<file path="src/rtl/synth_pkg.sv">
// -----------------------------------------------------------------------------
// synth_pkg -- shared definitions for the freq_meter block.
//   fm_state_e : period-measurement FSM states
//   AVG_DEPTH  : number of periods averaged when FREQ_METER_AVG_EN is defined
//   AVG_SHIFT  : log2(AVG_DEPTH), the divide-by-depth shift and group counter width
// -----------------------------------------------------------------------------
package synth_pkg;

  typedef enum logic [1:0] {
    SEEK    = 2'd0,  // waiting for the first rising crossing
    MEASURE = 2'd1,  // counting samples between rising crossings
    STALL   = 2'd2   // counter saturated, timeout asserted
  } fm_state_e;

  localparam int AVG_DEPTH = 4;
  localparam int AVG_SHIFT = $clog2(AVG_DEPTH);

  // Group-counter value at which the last period of an averaging group arrives.
  localparam logic [AVG_SHIFT-1:0] GRP_LAST = AVG_SHIFT'(AVG_DEPTH - 1);

endpackage

</file>
<file path="src/rtl/freq_meter_schmitt_trigger.sv">
// -----------------------------------------------------------------------------
// schmitt_trigger -- hysteresis comparator on a signed sample stream.
//   main_clk  : clock, rising edge
//   reset_n   : asynchronous active-low reset (level resets HIGH)
//   sample_en : one-cycle strobe qualifying din
//   din       : signed sample
//   hyst      : unsigned hysteresis half-band
//   level     : registered Schmitt level
//   rise      : combinational, high while the current strobed sample will
//               move level LOW->HIGH (lets the consumer act on the same edge)
// -----------------------------------------------------------------------------
module schmitt_trigger #(
  parameter int DIN_WIDTH = 24
) (
  input  logic                        main_clk,
  input  logic                        reset_n,
  input  logic                        sample_en,
  input  logic signed [DIN_WIDTH-1:0] din,
  input  logic        [DIN_WIDTH-2:0] hyst,
  output logic                        level,
  output logic                        rise
);

  // One extra bit so that +hyst and -hyst are both representable alongside din.
  logic signed [DIN_WIDTH:0] w_din_ext;
  logic signed [DIN_WIDTH:0] w_pos_th;
  logic signed [DIN_WIDTH:0] w_neg_th;
  logic                      w_above;
  logic                      w_below;
  logic                      r_level;

  assign w_din_ext = {din[DIN_WIDTH-1], din};
  assign w_pos_th  = {2'b00, hyst};
  assign w_neg_th  = -w_pos_th;
  assign w_above   = (w_din_ext > w_pos_th);
  assign w_below   = (w_din_ext < w_neg_th);

  // NOTE: sequential state uses non-blocking (<=) so every flop samples
  // pre-edge values regardless of block ordering.
  always_ff @(posedge main_clk or negedge reset_n) begin
    if (!reset_n) begin
      r_level <= 1'b1;
    end else if (sample_en) begin
      if (w_above) begin
        r_level <= 1'b1;
      end else if (w_below) begin
        r_level <= 1'b0;
      end
    end
  end

  assign level = r_level;
  assign rise  = sample_en & ~r_level & w_above;

endmodule

</file>
<file path="src/rtl/freq_meter.sv">
// -----------------------------------------------------------------------------
// freq_meter -- measures the period (in samples) between rising crossings of a
// Schmitt-triggered signed waveform.
//   main_clk     : clock, rising edge
//   reset_n      : asynchronous active-low reset
//   sample_en    : one-cycle strobe marking a valid din
//   din          : signed waveform sample
//   hyst         : hysteresis half-band
//   period       : last measured period, held between updates
//   period_valid : one-cycle pulse when period updates
//   timeout      : high while the counter is saturated with no crossing
// Build option: FREQ_METER_AVG_EN -- report the mean of every 4 periods,
// pulsing period_valid once per group.
// -----------------------------------------------------------------------------
module freq_meter
  import synth_pkg::*;
#(
  parameter int DIN_WIDTH    = 24,
  parameter int PERIOD_WIDTH = 24
) (
  input  logic                        main_clk,
  input  logic                        reset_n,
  input  logic                        sample_en,
  input  logic signed [DIN_WIDTH-1:0] din,
  input  logic        [DIN_WIDTH-2:0] hyst,
  output logic     [PERIOD_WIDTH-1:0] period,
  output logic                        period_valid,
  output logic                        timeout
);

  localparam logic [PERIOD_WIDTH-1:0] COUNT_MAX = {PERIOD_WIDTH{1'b1}};
  localparam logic [PERIOD_WIDTH-1:0] COUNT_ONE = PERIOD_WIDTH'(1);

  logic                    w_level;
  logic                    w_rise;

  fm_state_e               r_state,   w_state_nxt;
  logic [PERIOD_WIDTH-1:0] r_count,   w_count_nxt;
  logic [PERIOD_WIDTH-1:0] r_period,  w_period_nxt;
  logic                    r_valid,   w_valid_nxt;
  logic                    r_timeout, w_timeout_nxt;
  logic [PERIOD_WIDTH-1:0] w_count_inc;

`ifdef FREQ_METER_AVG_EN
  logic [PERIOD_WIDTH+AVG_SHIFT-1:0] r_sum, w_sum_nxt, w_sum_add;
  logic [AVG_SHIFT-1:0]              r_grp, w_grp_nxt;

  assign w_sum_add = r_sum + {{AVG_SHIFT{1'b0}}, r_count};
`endif

  schmitt_trigger #(
    .DIN_WIDTH (DIN_WIDTH)
  ) u_schmitt (
    .main_clk  (main_clk),
    .reset_n   (reset_n),
    .sample_en (sample_en),
    .din       (din),
    .hyst      (hyst),
    .level     (w_level),
    .rise      (w_rise)
  );

  assign w_count_inc = r_count + 1'b1;

  always_comb begin
    // NOTE: every output of this block gets a default first, so no path
    // leaves a variable unassigned and no latch is inferred.
    w_state_nxt   = r_state;
    w_count_nxt   = r_count;
    w_period_nxt  = r_period;
    w_valid_nxt   = 1'b0;
    w_timeout_nxt = r_timeout;
`ifdef FREQ_METER_AVG_EN
    w_sum_nxt     = r_sum;
    w_grp_nxt     = r_grp;
`endif
    if (sample_en) begin
      case (r_state)
        SEEK: begin
          if (w_rise) begin
            w_state_nxt = MEASURE;
            w_count_nxt = COUNT_ONE;
          end
        end
        MEASURE: begin
          if (w_rise) begin
            // The crossing sample is sample 1 of the next period.
            w_count_nxt = COUNT_ONE;
`ifdef FREQ_METER_AVG_EN
            if (r_grp == GRP_LAST) begin
              w_period_nxt = w_sum_add[PERIOD_WIDTH+AVG_SHIFT-1:AVG_SHIFT];
              w_valid_nxt  = 1'b1;
              w_sum_nxt    = '0;
              w_grp_nxt    = '0;
            end else begin
              w_sum_nxt    = w_sum_add;
              w_grp_nxt    = r_grp + 1'b1;
            end
`else
            w_period_nxt = r_count;
            w_valid_nxt  = 1'b1;
`endif
          end else begin
            w_count_nxt = w_count_inc;
            if (w_count_inc == COUNT_MAX) begin
              w_state_nxt   = STALL;
              w_timeout_nxt = 1'b1;
`ifdef FREQ_METER_AVG_EN
              w_sum_nxt     = '0;
              w_grp_nxt     = '0;
`endif
            end
          end
        end
        STALL: begin
          // Counter stays saturated until a crossing restarts measurement.
          if (w_rise) begin
            w_state_nxt   = MEASURE;
            w_count_nxt   = COUNT_ONE;
            w_timeout_nxt = 1'b0;
          end
        end
        default: begin
          w_state_nxt = SEEK;
        end
      endcase
    end
  end

  always_ff @(posedge main_clk or negedge reset_n) begin
    if (!reset_n) begin
      r_state   <= SEEK;
      r_count   <= '0;
      r_period  <= '0;
      r_valid   <= 1'b0;
      r_timeout <= 1'b0;
`ifdef FREQ_METER_AVG_EN
      r_sum     <= '0;
      r_grp     <= '0;
`endif
    end else begin
      r_state   <= w_state_nxt;
      r_count   <= w_count_nxt;
      r_period  <= w_period_nxt;
      r_valid   <= w_valid_nxt;
      r_timeout <= w_timeout_nxt;
`ifdef FREQ_METER_AVG_EN
      r_sum     <= w_sum_nxt;
      r_grp     <= w_grp_nxt;
`endif
    end
  end

  assign period       = r_period;
  assign period_valid = r_valid;
  assign timeout      = r_timeout;

endmodule

</file>
<file path="config.mk">
export PLATFORM = sky130hd
export DESIGN_NAME = freq_meter
export DESIGN_NICKNAME = d
export VERILOG_FILES = /design/src/rtl/synth_pkg.sv /design/src/rtl/freq_meter_schmitt_trigger.sv /design/src/rtl/freq_meter.sv
export SDC_FILE = /design/constraint.sdc
export NUM_CORES = 1
export LEC_CHECK = 0
export CAP_MARGIN = 20
export CORE_ASPECT_RATIO = 1.4
export CORE_UTILIZATION = 50
export DETAILED_ROUTE_END_ITERATION = 8
export GPL_TIMING_DRIVEN = 0
export HOLD_SLACK_MARGIN = 0.02
export MAX_ROUTING_LAYER = met4
export PLACE_DENSITY = 0.76
export SYNTH_ARGS = -nofsm -noshare
export SYNTH_HDL_FRONTEND = slang
export SYNTH_SLANG_ARGS = --single-unit
</file>
<file path="constraint.sdc">
create_clock -name main_clk -period 4 [get_ports main_clk]
set_input_delay 0.6 -clock main_clk [delete_from_list [all_inputs] [get_ports main_clk]]
set_output_delay 0.6 -clock main_clk [all_outputs]
set_load 0.05 [all_outputs]
</file>
== After elaboration in Yosys (flattened, before gate mapping) ==
Cells that the tools add are included.
Word-level totals
  bits in registers: 53
  logic and storage cells: 46
  output and inout port bits: 26
  input port bits: 50
Operators by class
  add/sub/neg operators: 2
  reduce and logical (&&, ||, !) cells: 10
  mux-type cells: 16
  order comparisons: 2
  bitwise logic cells: 3
  eq/ne operators: 7
Operator list (number)
  $mux 24: 2
  $pmux 24 s2: 1
  $lt 24x25->1: 1
  $neg 23->25: 1
  $add 24x1->24 const B: 1
  $eq 24x24->1 const B: 1
  $gt 24x24->1: 1
  $mux 1: 8
  $mux 2: 3
  $reduce_and 3->1: 2
  $reduce_bool 2->1: 3
  $reduce_and 5->1: 1
  $ne 2x1->1 const B: 2
  $ne 2x2->1 const B: 2
  $pmux 2 s2: 1
  $reduce_and 4->1: 1
  $and 1x1->1: 2
  $eq 2x1->1 const B: 1
  $eq 2x2->1 const B: 1
  $logic_not 2->1: 1
  $pmux 1 s2: 1
  $reduce_and 2->1: 1
  $reduce_or 2->1: 1
  $not 1->1: 1

== Logic depth before layout (Yosys ltp) ==
Gate-level depths: netlist of the first run.
  depth in word-level cells: 6
  mapped depth: 16

== Modules after synthesis ==
From an unflattened synthesis of the first run, not the netlist that was laid out.
Second synthesis, totals
  cell total of the unflattened synthesis: 476
  area total of the unflattened synthesis: 4279.1 sq um
Modules (own cells, without submodules)
  freq_meter: instances 1, sequential area each 1301.2 sq um, area an instance 2702.6 sq um, cells an instance 271
  schmitt_trigger: instances 1, sequential area each 26.3 sq um, area an instance 1576.5 sq um, cells an instance 205

== Worst setup path after synthesis of the first run ==
OpenSTA, ideal clock, no wires.
  path type: input to register
  start point: input hyst[4]
  end point: register u_schmitt.r_level, in the netlist u_schmitt.level
  data arrival time: 3.565 ns
  path slack: 0.347 ns
  stages on the path: 13
  path buffers: 0
  setup time: 0.088 ns
  data required time: 3.912 ns
  cell sequence: nor4_2 > nand2_1 > nor4_4 > nand2_1 > or4_4 > nor3_2 > xnor2_1 > ha_1 > nand4_1 > or2_2 > a2111oi_0 > nor3_1 > or3b_1
On the way
  word-level cells in the longest chain between the ends: 4
  elaborated cells on any way between the ends: 6
RTL lines
  start: declaration: line freq_meter.sv:25  | input logic [DIN_WIDTH-2:0] hyst,
  $neg 23->25: line freq_meter_schmitt_trigger.sv:34  | assign w_neg_th = -w_pos_th;
  $lt 24x25->1: line freq_meter_schmitt_trigger.sv:36  | assign w_below = (w_din_ext < w_neg_th);
  $reduce_bool 2->1 (no line)
  $reduce_and 2->1 (no line)
  end signal: assignment: line freq_meter_schmitt_trigger.sv:42  | r_level <= 1'b1;
  end signal: assignment: line freq_meter_schmitt_trigger.sv:45  | r_level <= 1'b1;
  end signal: assignment: line freq_meter_schmitt_trigger.sv:47  | r_level <= 1'b0;
  end: declaration: line freq_meter_schmitt_trigger.sv:30  | logic r_level;
Parallel ways exist; a longest one is shown, timed or not.
A chain may end at the register's enable or synchronous reset.

== Worst setup path in the final report of the first run ==
  start point: input hyst[5]
  end point: register u_schmitt.r_level, in the netlist u_schmitt.level
The elaborated chain is that of the path after synthesis.

==> out/qor.csv, run 1 <==
metric;value;unit
fin crit period;3820;ps
Clock Power Share;0.190;
GPL Wtd Cong;0.932;
GRT Total Usage;0.269;
fin cells;695;
Final Max Tran Viols;0;
Sequential Power Share;0.337;
Antenna Cells;0;
syn avg cell area;9.18;µm²
wire per inst;17.3;µm
Setup Crit Path Kind;input port to register;
Inst Count DP;682;
initial antenna violation count;0;
Hold Violations, Final;0;
Setup Viol. Count Final;0;
largest net degree at the start of global routing;30;
post-route cell area;5740;µm²
Net Sw Frac;0.420;
area of the core;8980;µm²
IO buf count;75;
Clock Path Buffers;2;
total of max-cap violations;0;
Peak VDD IR;0.402;mV
net switching power;961;µW
vias in the first global route;4390;
H-tree levels;2;
Area Growth Syn to Fin;25.2;%
Cell variety after synth;76;
Most used DFF post-synth;dfrtp_1;
Final WS setup;183;ps
Util after Layout;0.639;
Worst-Skew Late Latency;300;ps
Crit path arrival time;4040;ps
DR pass1 iterations;5;
Post-Syn Area;4580;µm²
period utilization;0.954;
via count;4301;
clk sinks;53;
cts bufs inserted;5;
IO Count;76;
crit-path max FO;5;
Slew headroom;0.590;
gr ovfl total;0;
Total Nets Final;687;
Initial Util;0.510;
setup TNS;0;ps
Post-synth ARST share;1.00;
Synthesis Warnings;0;
Int Pwr;1.33;mW
Worst Path Required;4220;ps
final WL;12.0;mm
HP Class;input port to async pin;
DP HPWL;9.43;mm
Post-Place Worst Slack;-690;ps
Clock Skew;8.62;ps
Crit. End Element;register;
Post-Place Cell Area;5480;µm²
Syn Inst Count;499;
Worst-path clk slew;70;ps
row count;41;
leakage power;2.50;nW
status;completed;
first-pass GRT wire length;20.2;mm
Combinational Power Share;0.473;
Power Density;399;nW/µm²
Worst Max-Slew Pin Slew;615;ps
sequential area share after synthesis;0.290;
syn_nets;599;
post-synthesis register bit count;53;
die width;82.9;µm
initial drt markers;188;
Die ar.;9560;µm²
Setup crit start kind;input port;
Via density;6.19;
Die Ht;115;µm
achievable clock frequency;0.262;GHz
Post-synth EDFFs;0;
Root Driver;clkbuf_16;
Final ANT Viol Nets;0;
DRC violations left;0;
layout cells sized above 1;0.107;
CTS tree;done;
[repair_timing]
action / CTS / global route
pin swaps: 1 / 10
setup buffers: 1 / 4
hold buffers: 0 / 0
endpoints found under the setup margin: 1 / 1
resized for setup: 3 / 15
[metal layers]
metal  GRT usage  wire length (µm)
met1       0.274              4600
met2       0.509              6500
met3      0.0287               489
met4       0.133               426
met5           -                 0
[final cells by class]
class	count	area (µm²)
Tap cell	107	134
Sequential cell	53	1330
Multi-Input combinational cell	386	3040
Clock buffer	8	146
Buffer	22	129
Inverter	38	143
Fill cell	767	3240
Timing Repair Buffer	81	818
[worst max-delay path: stages]
cell	delay, ps
dlymetal6s2s_1	160
nor4_2	330
nand2_2	130
nor4_4	360
nand2_2	120
or4_4	560
nor4_4	250
xnor2_1	110
ha_1	290
nand4_1	90
or2_4	260
a2111oi_4	320
nor3_1	70
or3b_1	380
[cells by family (layout without fill, tap and decap cells)]
family	after synthesis	count (layout)	share of synthesized area
AOI/OAI and AO/OA	98	98	0.156
xor gates and xnor gates	23	23	0.0440
adders and majority gates	50	50	0.137
buffers and inverters	60	149	0.0593
DFF	53	53	0.290
muxes	29	29	0.0699
and+or+nand+nor	186	186	0.244
[cells in the final DEF, fill, tap and decap left out, types with 8 or more instances in the layout]
master	n
mux2_1	19
nand4_1	26
nor3_1	8
clkdlybuf4s50_1	68
o21ai_0	12
clkbuf_1	10
dfrtp_1	52
xnor2_1	21
nand2_1	25
nor2_1	19
nand3_1	44
a21oi_1	19
ha_1	49
buf_2	8
o211ai_1	12
inv_1	36
[power groups by stage]
stage / logic [mW] / registers [mW] / clock network, mW
3_5_place_dp: 1.07 / 0.778 / 0
4_1_cts: 1.08 / 0.769 / 0.442
2_1_floorplan: 0.498 / 0.981 / 0
6_report: 1.08 / 0.771 / 0.435
3_3_place_gp: 1.05 / 0.773 / 0
5_1_grt: 1.16 / 0.789 / 0.465
[synthesized netlist by cell type (all sizes together), types with 3 or more instances]
cell	number	area [µm²]
and3	7	43.8
dfrtp	52	1300
a31oi	4	25.0
a32oi	7	61.3
a21oi	19	95.1
nand4	27	175
o221ai	3	26.3
mux2i	5	50.1
nand4b	4	41.3
mux2	24	270
or2	5	31.3
buf	14	98.8
nor2b	6	37.5
nor3	12	80.1
and4	7	63.8
clkbuf	8	30.0
xnor2	21	184
a21o	6	45.0
nand3	45	230
nand2	28	113
or3	3	18.8
o211ai	13	103
nor4	8	92.6
or4	3	33.8
nand3b	3	22.5
o21ai	16	98.9
nor2	20	75.1
a21boi	3	22.5
inv	37	139
a2111oi	4	42.5
ha	50	626
[flip-flops by register name, summed over array words and instances (netlist names)]
name,flops
period,24
r_count,24
r_state,2
period_valid,1
timeout,1
u_schmitt.level,1
[stage by stage]
stage	total power, mW	hold WS, ps
CTS	2.29	311
global placement	1.82	473
finish	2.29	301
global route	2.41	339
floorplan	1.48	304
detailed placement	1.85	480
[worst paths after layout]
path / start / to / slack [ps] / cells after the start
worst max-delay path: hyst[5] / u_schmitt.level$_DFFE_PN1P_ / 180 / 14
worst min-delay path: reset_n / period[17]$_DFFE_PN0P_ / 300 / 1
worst max register to register: r_count[0]$_DFFE_PN0P_ / r_state[0]$_DFFE_PN0P_ / 1370 / 8
worst min register to register: period[19]$_DFFE_PN0P_ / period[19]$_DFFE_PN0P_ / 490 / 1
max in group asynchronous: reset_n / r_count[6]$_DFFE_PN0P_ / 3130 / 2
min in group main_clk: period[19]$_DFFE_PN0P_ / period[19]$_DFFE_PN0P_ / 490 / 1
(Power assumes the default switching activity.)
==> inputs of run 2 (changes only) <==
--- a/config.mk
+++ b/config.mk
@@ -7,12 +7,12 @@
 export LEC_CHECK = 0
 export CAP_MARGIN = 20
 export CORE_ASPECT_RATIO = 1.4
-export CORE_UTILIZATION = 50
+export CORE_UTILIZATION = 49
 export DETAILED_ROUTE_END_ITERATION = 8
 export GPL_TIMING_DRIVEN = 0
 export HOLD_SLACK_MARGIN = 0.02
 export MAX_ROUTING_LAYER = met4
-export PLACE_DENSITY = 0.76
+export PLACE_DENSITY = 0.77
 export SYNTH_ARGS = -nofsm -noshare
 export SYNTH_HDL_FRONTEND = slang
 export SYNTH_SLANG_ARGS = --single-unit
==> constraint.sdc (replaced) <==
create_clock -name main_clk -period 3.5 [get_ports main_clk]
set_input_delay 0.525 -clock main_clk [delete_from_list [all_inputs] [get_ports main_clk]]
set_output_delay 0.525 -clock main_clk [all_outputs]
set_load 0.05 [all_outputs]
==> run 2 against run 1 <==
Effect of this change: combinational power is 15% higher; worst hold slack worse by 45 ps; sequential share of layout area shrank 0.15 points; global-route usage is 0.48 points higher; die area up 2.0%; power up 13%; sequential power increased by 14%; sequential cell count is the same; non-clock buffer count increased by 5; critical path depth unchanged; core utilization up 0.053 points; largest power group unchanged.
==> out/qor.csv, run 2 (synthesized netlist as in run 1, its figures left out) <==
metric;value;unit;change
Final Max Tran Viols;0;;unchanged
die width;83.7;µm;+0.99%
Worst Path Required;3720;ps;-500 ps
GRT Total Usage;0.273;;+0.00481
wire per inst;17.6;µm;+1.5%
achievable clock frequency;0.302;GHz;
Worst Max-Slew Pin Slew;643;ps;+28.3 ps
Die ar.;9750;µm²;+2.0%
Hold Violations, Final;0;;unchanged
Post-Place Cell Area;5490;µm²;+0.11%
GPL Wtd Cong;0.999;;+7.1%
via count;4265;;-0.84%
Power Density;449;nW/µm²;+13%
area of the core;9030;µm²;+0.57%
clk sinks;53;;unchanged
post-route cell area;5770;µm²;+0.65%
Net Sw Frac;0.422;;+0.00150
row count;41;;unchanged
Sequential Power Share;0.338;;about the same
HP Class;input port to async pin;;
final WL;12.3;mm;+2.2%
Root Driver;clkbuf_16;;
Crit path arrival time;3530;ps;-510 ps
net switching power;1.09;mW;+14%
crit-path max FO;5;;unchanged
RSZ-0062 raised after global routing;no;;
Die Ht;116;µm;+1.0%
Worst-path clk slew;70;ps;about the same
Clock Power Share;0.186;;-0.004
Area Growth Syn to Fin;26.0;%;
Via density;6.09;;-1.5%
Setup Viol. Count Final;0;;unchanged
Crit. End Element;register;;
IO buf count;75;;unchanged
period utilization;0.946;;
most frequent cells in the layout;63 x clkdlybuf4s50_1, 52 x dfrtp_1, 49 x ha_1;;
DR pass1 iterations;4;;-1
DRC violations left;0;;unchanged
largest net degree at the start of global routing;28;;-6.7%
layout cells sized above 1;0.140;;+0.0328
Slew headroom;0.571;;-0.0189
Combinational Power Share;0.476;;+0.003
Setup Crit Path Kind;input port to register;;
H-tree levels;2;;unchanged
leakage power;2.49;nW;-0.33%
IO Count;76;;unchanged
gr ovfl total;0;;unchanged
Initial Util;0.507;;-0.00290
Worst-Skew Late Latency;290;ps;about the same
CTS tree;done;;
commonest non-fill, non-tap cell in the layout;clkdlybuf4s50_1;;
first-pass GRT wire length;20.7;mm;+2.4%
cts bufs inserted;5;;unchanged
Peak VDD IR;0.421;mV;+4.7%
Final WS setup;190;ps;+6.73 ps
initial drt markers;236;;+26%
vias in the first global route;4273;;-2.7%
Util after Layout;0.640;;about the same
Total Nets Final;692;;+0.73%
DP HPWL;9.72;mm;+3.0%
Post-Place Worst Slack;-871;ps;-181 ps
Setup crit start kind;input port;;
Final ANT Viol Nets;0;;unchanged
Antenna Cells;0;;unchanged
initial antenna violation count;0;;unchanged
fin crit period;3310;ps;
Clock Skew;4.77;ps;-3.86 ps
total of max-cap violations;0;;unchanged
status;completed;;
Clock Path Buffers;2;;unchanged
Int Pwr;1.50;mW;+13%
[run 2: changes by cell type in the layout (fill, tap and decap cells not counted), moves of 2 or more]
cell,change
nor2_2,+2
clkbuf_2,+2
dlygate4sd2_1,+2
buf_2,+2
buf_4,+5
inv_1,-4
clkdlybuf4s50_1,-5
dlymetal6s2s_1,-3
nor3_2,+2
nor2_1,-2
nor4_4,+2
inv_2,+4
[run 2: area by class of cell]
cell class / instances / area (µm²)
Clock buffer: 7 / 133
Buffer: 22 / 129
Timing Repair Buffer: 86 / 832
Fill cell: 826 / 3250
Clock inverter: 1 / 7.51
Tap cell: 107 / 134
Inverter: 38 / 143
Multi-Input combinational cell: 386 / 3070
Sequential cell: 53 / 1330
[run 2: path summary, 6_finish.rpt]
path                                        startpoint                           to  slack [ps]  cells past startpoint
worst max-delay path                           hyst[2]  u_schmitt.level$_DFFE_PN1P_         190                     14
worst min-delay path                           reset_n      r_count[13]$_DFFE_PN0P_         260                      1
worst max register to register  r_count[0]$_DFFE_PN0P_       r_state[0]$_DFFE_PN0P_         860                      8
worst min register to register  period[10]$_DFFE_PN0P_       period[10]$_DFFE_PN0P_         490                      1
max in group asynchronous                      reset_n  u_schmitt.level$_DFFE_PN1P_        2610                      2
min in group main_clk           period[10]$_DFFE_PN0P_       period[10]$_DFFE_PN0P_         490                      1
[run 2: metal layers]
metal | track usage | wire (µm) | up-vias
met1 | 0.291 | 4720 | 2043
met4 | 0.122 | 371 | 0
met5 | - | 0 | -
met2 | 0.514 | 6770 | 118
met3 | 0.0254 | 424 | 34
li1 | - | - | 2070
[run 2: critical path: stages]
cell and delay, ps:
buf_8 100, nor4_4 320, nand2_2 120, nor4_4 240, nand2_2 110, or4_4 490
nor3_2 170, xnor2_1 110, ha_1 310, nand4_1 90, or2_4 280, a2111oi_4 230
nor3_1 70, or3b_1 340
[run 2: power groups by stage]
stage / logic, mW / registers (mW) / clock network (mW)
floorplan: 0.570 / 1.12 / 0
global placement: 1.20 / 0.880 / 0
detailed placement: 1.22 / 0.890 / 0
CTS: 1.23 / 0.878 / 0.495
global route: 1.34 / 0.900 / 0.516
finish: 1.24 / 0.877 / 0.483
[run 2: per-stage QoR]
stage                     power [mW]  instances  hold slack, ps  TNS [ps]
after global placement          2.08        681             473     -1220
after CTS                       2.61        696             269      -171
after global routing            2.75        700             308         0
after floorplan                 1.69        499             229         0
after detailed placement        2.11        682             480     -2310
final                           2.60        700             256         0
[run 2: what timing repair did]
action | in CTS | in global routing
setup endpoints to repair | 1 | 1
pin swaps | 16 | 11
hold buffers | 0 | 0
resized for setup | 40 | 12
setup buffers | 6 | 4
